[src/rtl/chaser_cmd_master_pkg.sv]
// Shared types and byte codes for the chaser command master.
// The FSM states, the command/response alphabet and the status decode live here.
package chaser_cmd_master_pkg;

  typedef enum logic [2:0] {
    ST_IDLE,
    ST_WR_REQ,
    ST_WR_WAIT,
    ST_RD_REQ,
    ST_RD_WAIT,
    ST_GAP,
    ST_RESP
  } state_t;

  localparam logic [7:0] CMD_WRITE   = 8'h57;  // 'W'
  localparam logic [7:0] CMD_READ    = 8'h52;  // 'R'
  localparam logic [7:0] CMD_POLL    = 8'h50;  // 'P'

  localparam logic [7:0] RSP_OK      = 8'h4B;  // 'K'
  localparam logic [7:0] RSP_DONE    = 8'h44;  // 'D'
  localparam logic [7:0] RSP_TIMEOUT = 8'h54;  // 'T'
  localparam logic [7:0] RSP_ERROR   = 8'h45;  // 'E'
  localparam logic [7:0] RSP_UNKNOWN = 8'h3F;  // '?'

  // Only the low five bits of the chaser status word carry meaning.
  function automatic logic [7:0] status_byte(input logic [4:0] status);
    return {3'b000, status};
  endfunction

endpackage

[src/rtl/chaser_cmd_master_if.sv]
// Command/response byte streams plus the Wishbone master bus of the chaser command master.
// The master modport is the design's view; the slave modport is the environment's view.
interface chaser_cmd_master_if;

  logic        i_cmd_valid;
  logic [7:0]  i_cmd_data;
  logic        o_cmd_ready;
  logic        o_rsp_valid;
  logic [7:0]  o_rsp_data;
  logic        i_rsp_ready;
  logic        o_wb_cyc;
  logic        o_wb_stb;
  logic        o_wb_we;
  logic        o_wb_addr;
  logic [31:0] o_wb_data;
  logic        i_wb_stall;
  logic        i_wb_ack;
  logic [31:0] i_wb_data;
  logic        o_busy;

  modport master (
    input  i_cmd_valid, i_cmd_data, i_rsp_ready, i_wb_stall, i_wb_ack, i_wb_data,
    output o_cmd_ready, o_rsp_valid, o_rsp_data, o_wb_cyc, o_wb_stb, o_wb_we,
           o_wb_addr, o_wb_data, o_busy
  );

  modport slave (
    output i_cmd_valid, i_cmd_data, i_rsp_ready, i_wb_stall, i_wb_ack, i_wb_data,
    input  o_cmd_ready, o_rsp_valid, o_rsp_data, o_wb_cyc, o_wb_stb, o_wb_we,
           o_wb_addr, o_wb_data, o_busy
  );

endinterface

[src/rtl/chaser_cmd_master_wb_single_xfer.sv]
// One pipelined Wishbone transfer: strobe until accepted, wait for ack, abort on timeout.
// The caller's FSM owns the request/wait phases; this block owns bus signalling and the timer.
module wb_single_xfer #(
  parameter int ACK_TIMEOUT = 1024
) (
  input  logic        clk,
  input  logic        rst_n,
  input  logic        start,
  input  logic        req,
  input  logic        pend,
  input  logic        we,
  input  logic        wb_stall,
  input  logic        wb_ack,
  input  logic [31:0] wb_rdata,
  output logic        wb_cyc,
  output logic        wb_stb,
  output logic        wb_we,
  output logic        accept,
  output logic        done,
  output logic        timeout,
  output logic [31:0] rdata
);

  localparam int TW = $clog2(ACK_TIMEOUT + 1);
  localparam logic [TW-1:0] TIMER_LIMIT = TW'(ACK_TIMEOUT);

  logic [TW-1:0] timer_reg, timer_next;
  logic [31:0]   rdata_reg, rdata_next;
  logic          active;

  always_comb begin
    active  = req || pend;
    // Reaching the limit removes cyc/stb in that very cycle, so the slave never sees a
    // strobe or cycle past the budget.
    timeout = active && (timer_reg == TIMER_LIMIT);
    wb_cyc  = active && !timeout;
    wb_stb  = req && !timeout;
    wb_we   = wb_cyc && we;
    accept  = wb_stb && !wb_stall;
    // An ack is only meaningful for an outstanding transfer or one accepted this cycle.
    done    = wb_cyc && wb_ack && (pend || accept);
    rdata   = done ? wb_rdata : rdata_reg;
  end

  always_comb begin
    timer_next = timer_reg;
    rdata_next = rdata_reg;
    if (start) begin
      timer_next = '0;
    end else if (active && !timeout) begin
      timer_next = timer_reg + 1'b1;
    end
    if (done && !we) begin
      rdata_next = wb_rdata;
    end
  end

  always_ff @(posedge clk or negedge rst_n) begin
    if (!rst_n) begin
      timer_reg <= '0;
      rdata_reg <= '0;
    end else begin
      timer_reg <= timer_next;
      rdata_reg <= rdata_next;
    end
  end

endmodule

[src/rtl/chaser_cmd_master.sv]
// Byte-command Wishbone master for the LED chaser: write, read and write-then-poll
// commands, one response byte per command, with timeout recovery on every transfer.
module chaser_cmd_master
  import chaser_cmd_master_pkg::*;
#(
  parameter int ACK_TIMEOUT = 1024,
  parameter int POLL_GAP    = 256,
  parameter int POLL_MAX    = 65535
) (
  input  logic                 i_clk,
  input  logic                 i_reset_n,
  chaser_cmd_master_if.master  bus
);

  localparam int GW = $clog2(POLL_GAP + 1);
  localparam int PW = $clog2(POLL_MAX + 1);
  localparam logic [GW-1:0] GAP_LAST   = GW'(POLL_GAP - 1);
  localparam logic [PW-1:0] POLL_LIMIT = PW'(POLL_MAX);

  state_t        state_reg, state_next;
  logic [7:0]    cmd_reg, cmd_next;
  logic [7:0]    rsp_reg, rsp_next;
  logic [PW-1:0] poll_reg, poll_next;
  logic [GW-1:0] gap_reg, gap_next;

  logic          xfer_start, xfer_req, xfer_pend, xfer_we;
  logic          xfer_accept, xfer_done, xfer_timeout;
  logic [31:0]   xfer_rdata;
  logic          unused_rdata_bits;

  assign xfer_req  = (state_reg == ST_WR_REQ)  || (state_reg == ST_RD_REQ);
  assign xfer_pend = (state_reg == ST_WR_WAIT) || (state_reg == ST_RD_WAIT);
  assign xfer_we   = (state_reg == ST_WR_REQ)  || (state_reg == ST_WR_WAIT);
  // The timer restarts on the cycle that enters a request state from anywhere else.
  assign xfer_start = ((state_next == ST_WR_REQ) || (state_next == ST_RD_REQ)) && !xfer_req;
  assign unused_rdata_bits = ^xfer_rdata[31:5];

  wb_single_xfer #(
    .ACK_TIMEOUT (ACK_TIMEOUT)
  ) u_xfer (
    .clk      (i_clk),
    .rst_n    (i_reset_n),
    .start    (xfer_start),
    .req      (xfer_req),
    .pend     (xfer_pend),
    .we       (xfer_we),
    .wb_stall (bus.i_wb_stall),
    .wb_ack   (bus.i_wb_ack),
    .wb_rdata (bus.i_wb_data),
    .wb_cyc   (bus.o_wb_cyc),
    .wb_stb   (bus.o_wb_stb),
    .wb_we    (bus.o_wb_we),
    .accept   (xfer_accept),
    .done     (xfer_done),
    .timeout  (xfer_timeout),
    .rdata    (xfer_rdata)
  );

  always_comb begin
    state_next = state_reg;
    cmd_next   = cmd_reg;
    rsp_next   = rsp_reg;
    poll_next  = poll_reg;
    gap_next   = gap_reg;

    case (state_reg)
      ST_IDLE: begin
        if (bus.i_cmd_valid) begin
          cmd_next  = bus.i_cmd_data;
          poll_next = '0;
          case (bus.i_cmd_data)
            CMD_WRITE, CMD_POLL: state_next = ST_WR_REQ;
            CMD_READ:            state_next = ST_RD_REQ;
            default: begin
              state_next = ST_RESP;
              rsp_next   = RSP_UNKNOWN;
            end
          endcase
        end
      end

      ST_WR_REQ, ST_WR_WAIT: begin
        if (xfer_timeout) begin
          state_next = ST_RESP;
          rsp_next   = RSP_ERROR;
        end else if (xfer_done) begin
          if (cmd_reg == CMD_POLL) begin
            state_next = ST_GAP;
            gap_next   = '0;
          end else begin
            state_next = ST_RESP;
            rsp_next   = RSP_OK;
          end
        end else if ((state_reg == ST_WR_REQ) && xfer_accept) begin
          state_next = ST_WR_WAIT;
        end
      end

      ST_RD_REQ, ST_RD_WAIT: begin
        if (xfer_timeout) begin
          state_next = ST_RESP;
          rsp_next   = RSP_ERROR;
        end else if (xfer_done) begin
          if (cmd_reg == CMD_READ) begin
            state_next = ST_RESP;
            rsp_next   = status_byte(xfer_rdata[4:0]);
          end else if (xfer_rdata[4:0] == 5'd0) begin
            state_next = ST_RESP;
            rsp_next   = RSP_DONE;
          end else if (poll_reg == POLL_LIMIT) begin
            state_next = ST_RESP;
            rsp_next   = RSP_TIMEOUT;
          end else begin
            state_next = ST_GAP;
            poll_next  = poll_reg + 1'b1;
            gap_next   = '0;
          end
        end else if ((state_reg == ST_RD_REQ) && xfer_accept) begin
          state_next = ST_RD_WAIT;
        end
      end

      ST_GAP: begin
        if (gap_reg == GAP_LAST) begin
          state_next = ST_RD_REQ;
        end else begin
          gap_next = gap_reg + 1'b1;
        end
      end

      ST_RESP: begin
        if (bus.i_rsp_ready) begin
          state_next = ST_IDLE;
        end
      end

      default: state_next = ST_IDLE;
    endcase
  end

  always_ff @(posedge i_clk or negedge i_reset_n) begin
    if (!i_reset_n) begin
      state_reg <= ST_IDLE;
      cmd_reg   <= '0;
      rsp_reg   <= '0;
      poll_reg  <= '0;
      gap_reg   <= '0;
    end else begin
      state_reg <= state_next;
      cmd_reg   <= cmd_next;
      rsp_reg   <= rsp_next;
      poll_reg  <= poll_next;
      gap_reg   <= gap_next;
    end
  end

  assign bus.o_cmd_ready = (state_reg == ST_IDLE);
  assign bus.o_rsp_valid = (state_reg == ST_RESP);
  assign bus.o_rsp_data  = rsp_reg;
  assign bus.o_busy      = (state_reg != ST_IDLE);
  assign bus.o_wb_addr   = 1'b0;
  assign bus.o_wb_data   = '0;

endmodule

[src/flat_wrapper.sv]
// flat-port wrapper written by rule: the top's interface ports become plain ports
module chaser_cmd_master_flat import chaser_cmd_master_pkg::*;
#(
  parameter int ACK_TIMEOUT = 1024,
  parameter int POLL_GAP    = 256,
  parameter int POLL_MAX    = 65535
)
  (i_clk, i_reset_n, bus_i_cmd_valid, bus_i_cmd_data, bus_i_rsp_ready, bus_i_wb_stall, bus_i_wb_ack, bus_i_wb_data, bus_o_cmd_ready, bus_o_rsp_valid, bus_o_rsp_data, bus_o_wb_cyc, bus_o_wb_stb, bus_o_wb_we, bus_o_wb_addr, bus_o_wb_data, bus_o_busy);
  chaser_cmd_master_if bus_i ();
  input  logic i_clk;
  input  logic i_reset_n;
  input wire logic [$bits(bus_i.i_cmd_valid)-1:0] bus_i_cmd_valid;
  input wire logic [$bits(bus_i.i_cmd_data)-1:0] bus_i_cmd_data;
  input wire logic [$bits(bus_i.i_rsp_ready)-1:0] bus_i_rsp_ready;
  input wire logic [$bits(bus_i.i_wb_stall)-1:0] bus_i_wb_stall;
  input wire logic [$bits(bus_i.i_wb_ack)-1:0] bus_i_wb_ack;
  input wire logic [$bits(bus_i.i_wb_data)-1:0] bus_i_wb_data;
  output wire logic [$bits(bus_i.o_cmd_ready)-1:0] bus_o_cmd_ready;
  output wire logic [$bits(bus_i.o_rsp_valid)-1:0] bus_o_rsp_valid;
  output wire logic [$bits(bus_i.o_rsp_data)-1:0] bus_o_rsp_data;
  output wire logic [$bits(bus_i.o_wb_cyc)-1:0] bus_o_wb_cyc;
  output wire logic [$bits(bus_i.o_wb_stb)-1:0] bus_o_wb_stb;
  output wire logic [$bits(bus_i.o_wb_we)-1:0] bus_o_wb_we;
  output wire logic [$bits(bus_i.o_wb_addr)-1:0] bus_o_wb_addr;
  output wire logic [$bits(bus_i.o_wb_data)-1:0] bus_o_wb_data;
  output wire logic [$bits(bus_i.o_busy)-1:0] bus_o_busy;
  assign bus_i.i_cmd_valid = bus_i_cmd_valid;
  assign bus_i.i_cmd_data = bus_i_cmd_data;
  assign bus_i.i_rsp_ready = bus_i_rsp_ready;
  assign bus_i.i_wb_stall = bus_i_wb_stall;
  assign bus_i.i_wb_ack = bus_i_wb_ack;
  assign bus_i.i_wb_data = bus_i_wb_data;
  assign bus_o_cmd_ready = bus_i.o_cmd_ready;
  assign bus_o_rsp_valid = bus_i.o_rsp_valid;
  assign bus_o_rsp_data = bus_i.o_rsp_data;
  assign bus_o_wb_cyc = bus_i.o_wb_cyc;
  assign bus_o_wb_stb = bus_i.o_wb_stb;
  assign bus_o_wb_we = bus_i.o_wb_we;
  assign bus_o_wb_addr = bus_i.o_wb_addr;
  assign bus_o_wb_data = bus_i.o_wb_data;
  assign bus_o_busy = bus_i.o_busy;
  chaser_cmd_master #(.ACK_TIMEOUT(ACK_TIMEOUT), .POLL_GAP(POLL_GAP), .POLL_MAX(POLL_MAX)) u_core (.i_clk(i_clk), .i_reset_n(i_reset_n), .bus(bus_i));
endmodule
[config.mk]
export PLATFORM = sky130hd
export DESIGN_NAME = chaser_cmd_master_flat
export DESIGN_NICKNAME = d
export VERILOG_FILES = /design/src/rtl/chaser_cmd_master_pkg.sv /design/src/rtl/chaser_cmd_master_if.sv /design/src/rtl/chaser_cmd_master_wb_single_xfer.sv /design/src/rtl/chaser_cmd_master.sv /design/src/flat_wrapper.sv
export SDC_FILE = /design/constraint.sdc
export NUM_CORES = 1
export LEC_CHECK = 0
export BUFFER_PORTS_ARGS = -buffer_cell sky130_fd_sc_hd__buf_2
export CORE_UTILIZATION = 45
export CTS_BUF_LIST = sky130_fd_sc_hd__clkbuf_8
export CTS_CLUSTER_SIZE = 24
export DETAILED_ROUTE_END_ITERATION = 10
export GPL_TIMING_DRIVEN = 1
export PLACE_DENSITY = 0.68
export SYNTH_ARGS = -nofsm -noshare
export SYNTH_HDL_FRONTEND = slang
export SYNTH_SLANG_ARGS = --single-unit
[constraint.sdc]
create_clock -name i_clk -period 2.9 [get_ports i_clk]
set_clock_uncertainty 0.15 [all_clocks]
set_input_delay 0.58 -clock i_clk [delete_from_list [all_inputs] [get_ports i_clk]]
set_output_delay 0.58 -clock i_clk [all_outputs]
set_load 0.01 [all_outputs]
# After elaboration in Yosys (flattened, before gate mapping)
# Index checks and enable logic that the tools add are counted.
# totals
out_inout_bits	47
elab_cells	123
register_bits	60
in_bits	46
# op_classes
mux	46
addsub	3
reduce_logical	36
eq_ne	31
# op_table
operator	count
$mux 16	6
$mux 9	9
$mux 8	10
$eq 8x7->1 const B	5
$mux 3	11
$pmux 16 s2	1
$pmux 9 s3	1
$pmux 8 s3	1
$mux 11	2
$ne 2x2->1 const B	10
$add 16x1->16 const B	1
$eq 16x16->1 const B	1
$pmux 3 s5	1
$reduce_and 7->1	2
$add 11x1->11 const B	1
$eq 11x11->1 const B	1
$logic_and 1x1->1	11
$reduce_and 10->1	1
$add 9x1->9 const B	1
$eq 3x2->1 const B	3
$eq 3x3->1 const B	3
$eq 9x8->1 const B	1
$ne 3x3->1 const B	3
$reduce_bool 3->1	3
14 further kinds	27

# Longest topological paths before layout
# logic_depth
word_depth	20
mapped_depth	11

# By module
# Synthesis repeated with hierarchy kept, for this count alone.
# hier_totals
hier_cells	512
hier_area_um2	5441.5
# modules_own_cells
mod	seq_area_each_um2	instances	cells_per_inst	area_each_um2
chaser_cmd_master	1076.0	1	341	2906.5
wb_single_xfer	1076.0	1	171	2534.9

# Worst setup path after synthesis
# OpenSTA, ideal clock, no wires.
# synth_path
path_kind	input to register
start	input bus_i_wb_data[0]
end	register u_core.rsp_reg[0], in the netlist u_core.bus.o_rsp_data[0]
t_required_ps	2625
t_arrival_ps	2361
n_path_buf	0
stages	6
slack_ps	265
path_cell_list	or4_1 > nor2_1 > nand3_2 > and4_4 > nor4_4 > mux2_2
# synth_between
elab_chain_len	7
word_cells_on_any_way	9
classes_between	eq/ne: 1; mux: 6; reduce/logical: 2
# synth_lines
item	line	rtl
from (decl)	flat_wrapper.sv:17	input wire logic [$bits(bus_i.i_wb_data)-1:0] bus_i_wb_data;
$mux 5 *	chaser_cmd_master_wb_single_xfer.sv:42	rdata = done ? wb_rdata : rdata_reg;
$logic_not 5->1	chaser_cmd_master.sv:107	end else if (xfer_rdata[4:0] == 5'd0) begin
$mux 8	chaser_cmd_master.sv:107	
$mux 8	chaser_cmd_master.sv:104	if (cmd_reg == CMD_READ) begin
$mux 8	chaser_cmd_master.sv:103	end else if (xfer_done) begin
$mux 8	chaser_cmd_master.sv:100	if (xfer_timeout) begin
$pmux 8 s3	chaser_cmd_master.sv:66	case (state_reg)
to (signal assigned)	chaser_cmd_master.sv:151	rsp_reg <= rsp_next;
to (decl)	chaser_cmd_master.sv:22	logic [7:0] rsp_reg, rsp_next;
# Every way passes the cells marked *; elsewhere a longest branch is shown, timed or not. The select of a mux whose other input is x is not followed.
# A chain may end at the register's enable or synchronous reset.

# Worst setup path in the final report
# layout_path
start	register u_core.u_xfer.timer_reg[2]
end	output bus_o_wb_we
# layout_between
elab_chain_len	5
# layout_lines
item	line	rtl
from (decl)	chaser_cmd_master_wb_single_xfer.sv:27	logic [TW-1:0] timer_reg, timer_next;
from (signal assigned)	chaser_cmd_master_wb_single_xfer.sv:63	timer_reg <= timer_next;
$eq 11x11->1	chaser_cmd_master_wb_single_xfer.sv:35	timeout = active && (timer_reg == TIMER_LIMIT);
$logic_and 1x1->1	chaser_cmd_master_wb_single_xfer.sv:35	
$logic_not 1->1	chaser_cmd_master_wb_single_xfer.sv:36	wb_cyc = active && !timeout;
$logic_and 1x1->1	chaser_cmd_master_wb_single_xfer.sv:36	
$logic_and 1x1->1	chaser_cmd_master_wb_single_xfer.sv:38	wb_we = wb_cyc && we;
to (decl)	flat_wrapper.sv:23	output wire logic [$bits(bus_i.o_wb_we)-1:0] bus_o_wb_we;
# Every way passes these cells.

==> impl_results.md <==
- Status: finished clean
- Synth unique cells: 66
- Root buffer cell: clkbuf_8
- FF+latch count, synth: 59
- CP arrival: roughly 2.1 ns
- Max FFs per register: 16
- Peak supply drop: 0.611 mV
- Final critical-path required period: between 2 and 3 ns
- Num CTS Buffers: 9
- Post-synthesis xor/xnor area fraction: 3.73%
- I/O Buffers: 31
- Number of flops mapped to enable cells by yosys: 0
- Nets@finish: about 520
- Synthesized area per cell: just under 9 um2
- Drt via density: around 5.5
- H-tree Lvls: 3
- Worst-margin pin slew: around 0.76 ns
- Final hold vios: 0
- Synth async-reset ratio: 100%
- Commonest non-fill, non-tap cell in the layout: dfrtp_1
- Most frequent cells in the layout: 57 x dfrtp_1, 45 x nand2_1, 36 x nor2_1
- Placed cell area: roughly 4000 um2
- Largest family of logic cells by synthesized area: simple AND/OR/NAND/NOR gates
- Post-Syn Area: around 3800 um2
- First-pass GRT wire length: ~15000 um
- CP Class: reg2out
- Worst hold path class: in2async
- Routed via count: 3152
- Final Cycle Share: 97.6%
- CP Max Fanout: 13
- Compound-Gate Fraction of Synth Area: 14.4%
- Pwr Total: 3.80 mW
- Final setup violation count: 0
- Non-filler cells, final: between 500 and 600
- CTS tree: yes
- DR pass1 iterations: 5
- Final TNS setup: 0 ns
- Fraction of synthesized area in multiplexers: between 4 and 5%
- Synthesis-to-layout area growth: 14.0%
- DIE AREA: slightly below 9000 um2
- CTS clock-pin slew for the worst setup and hold paths: approximately 0.08 ns
- DRC viols: 0
- Final Worst Setup Slack: 0.0683 ns
- Routed length per placed instance: 15.1 um
- Synth area leader: dfrtp_1
- Die H: ~93 um
- Simple-Gate Fraction of Synth Area: between 20% and 30%
- Routed Antenna Nets: 0
- Max Freq: about 0.35 GHz
- Setup crit start kind: flip-flop
- DPL Wire Length: between 6000 and 7000 um
- FP Rows: 32
- Prevailing post-synth register cell: dfrtp_1
- Ranking of synthesized cells by area: dfrtp_1 39%, buf_4 6.8%, nand2_1 4.5%
- Cell count after synthesis: 420
- Register area share after synthesis: about two fifths
- Pre-CTS setup slack: 0.0817 ns
- Core area: around 7900 um2
- Clk buf depth: 2
- Total clock sinks: 59
- Syn. warnings: 0
- CP Capture Type: primary output
- Post-Synth Adder-Cell Area: ~1.9%
- Detailed Route WL: just under 9000 um
- Clock Latency Late Sink: 0.35 ns
- Initial antenna violation count: 0
- Power Dens Cells: slightly below 900 nW/um2
- N_diodes: 0
- Layout cell share with drive strength beyond 1: 21.3%
- Gr ovfl total: 0
- Area share of the largest cell type after synthesis: 39.3%
- Largest net degree at the start of global routing: 60
- Required @ worst endpoint: roughly 2.2 ns
- RSZ-0062 raised after global routing: false
- Starting DRT DRC Count: about 230
- Placed insts: about 560
- GPL Wtd Cong: 0.877
- Post-CTS Hold Fix Bufs: 0
- Starting Density: a little under half
- Horiz. Die Dim: a little over 90 um
- Max-cap violation count: 0
- Finished layout cell area: roughly 4300 um2
- Final slew viol count: 0
- Ports: 93
- GRT Overall Usage: a little over a fifth
- Slew margin rel.: between 40% and 50%
- Vias in the first global route: about 3000
- Leak: roughly 1.9 nW
[layout make-up]
cell class                      count  area, um2
Multi-Input combinational cell    323       2000
Inverter                           19       71.3
Clock inverter                      6        105
Sequential cell                    59       1480
Clock buffer                       10        138
Timing Repair Buffer               58        362
Tap cell                          102        128
Fill cell                         729       3600
[where the power goes]
part / internal [mW] / leakage [nW] / switching [mW]
logic: 0.694 / 1.05 / 0.933
clock network: 0.588 / 0.125 / 0.343
registers: 1.05 / 0.766 / 0.188
[worst max-delay path, cell delays in order, from the launching register on]
cell,delay [ns]
dfrtp_2,0.41
or4_4,0.57
or3_4,0.37
buf_6,0.16
nand2_1,0.06
nor2_1,0.04
buf_2,0.15
[cell usage after synthesis, types with 6 or more instances]
cell type	n
a21oi_1	17
a31oi_1	7
and3_1	6
and4_1	6
buf_2	6
buf_4	34
clkbuf_1	9
dfrtp_1	59
inv_1	18
mux2_2	10
mux2i_1	6
nand2_1	45
nand3_1	18
nand4_1	6
nor2_1	36
nor3_1	11
o21ai_0	24
or3_1	6
xor2_1	13
[per-stage QoR]
stage / utilization (%) / hold WS [ns]
CTS: 54.0 / 0.267
detailed placement: 50.7 / 0.304
global route: 54.3 / 0.295
global placement: 50.7 / 0.302
floorplan: - / 0.134
finish: 54.3 / 0.236
[metal layers]
layer | part of all wire [%] | track usage (%)
met5 | 0 | 0
met4 | 2.0 | 8.08
met3 | 5.4 | 4.72
met2 | 47 | 32.9
met1 | 46 | 29.8
[cells by family (layout without fill, tap and decap cells)]
group / after synthesis / after routing
xor gates and xnor gates: 16 / 16
adders and majority gates: 6 / 6
DFF: 59 / 59
muxes: 16 / 16
other: 1 / 34
buffers and inverters: 71 / 93
and+or+nand+nor: 168 / 168
AOI/OAI and AO/OA: 83 / 83
[path summary, 6_finish.rpt]
kind                                            start  slack (ns)  depth (start not counted)                         end
setup / recovery           u_core.u_xfer.timer_reg[2]        0.07                          6                 bus_o_wb_we
hold / removal                              i_reset_n        0.24                          2           u_core.cmd_reg[4]
setup reg to reg           u_core.u_xfer.timer_reg[2]        0.13                          7    u_core.bus.o_rsp_data[4]
hold reg to reg                     u_core.cmd_reg[7]        0.32                          2           u_core.cmd_reg[7]
max in group asynchronous                   i_reset_n        1.82                          2  u_core.u_xfer.timer_reg[2]
min in group i_clk                  bus_i_cmd_data[4]        0.29                          3           u_core.cmd_reg[4]
[timing repair]
item                       in CTS  in global routing
pin swaps                       0                  1
setup endpoints to repair       2                 15
buffers inserted                1                  3
resized for setup               2                  3
Power figures use the tool's default switching activity.
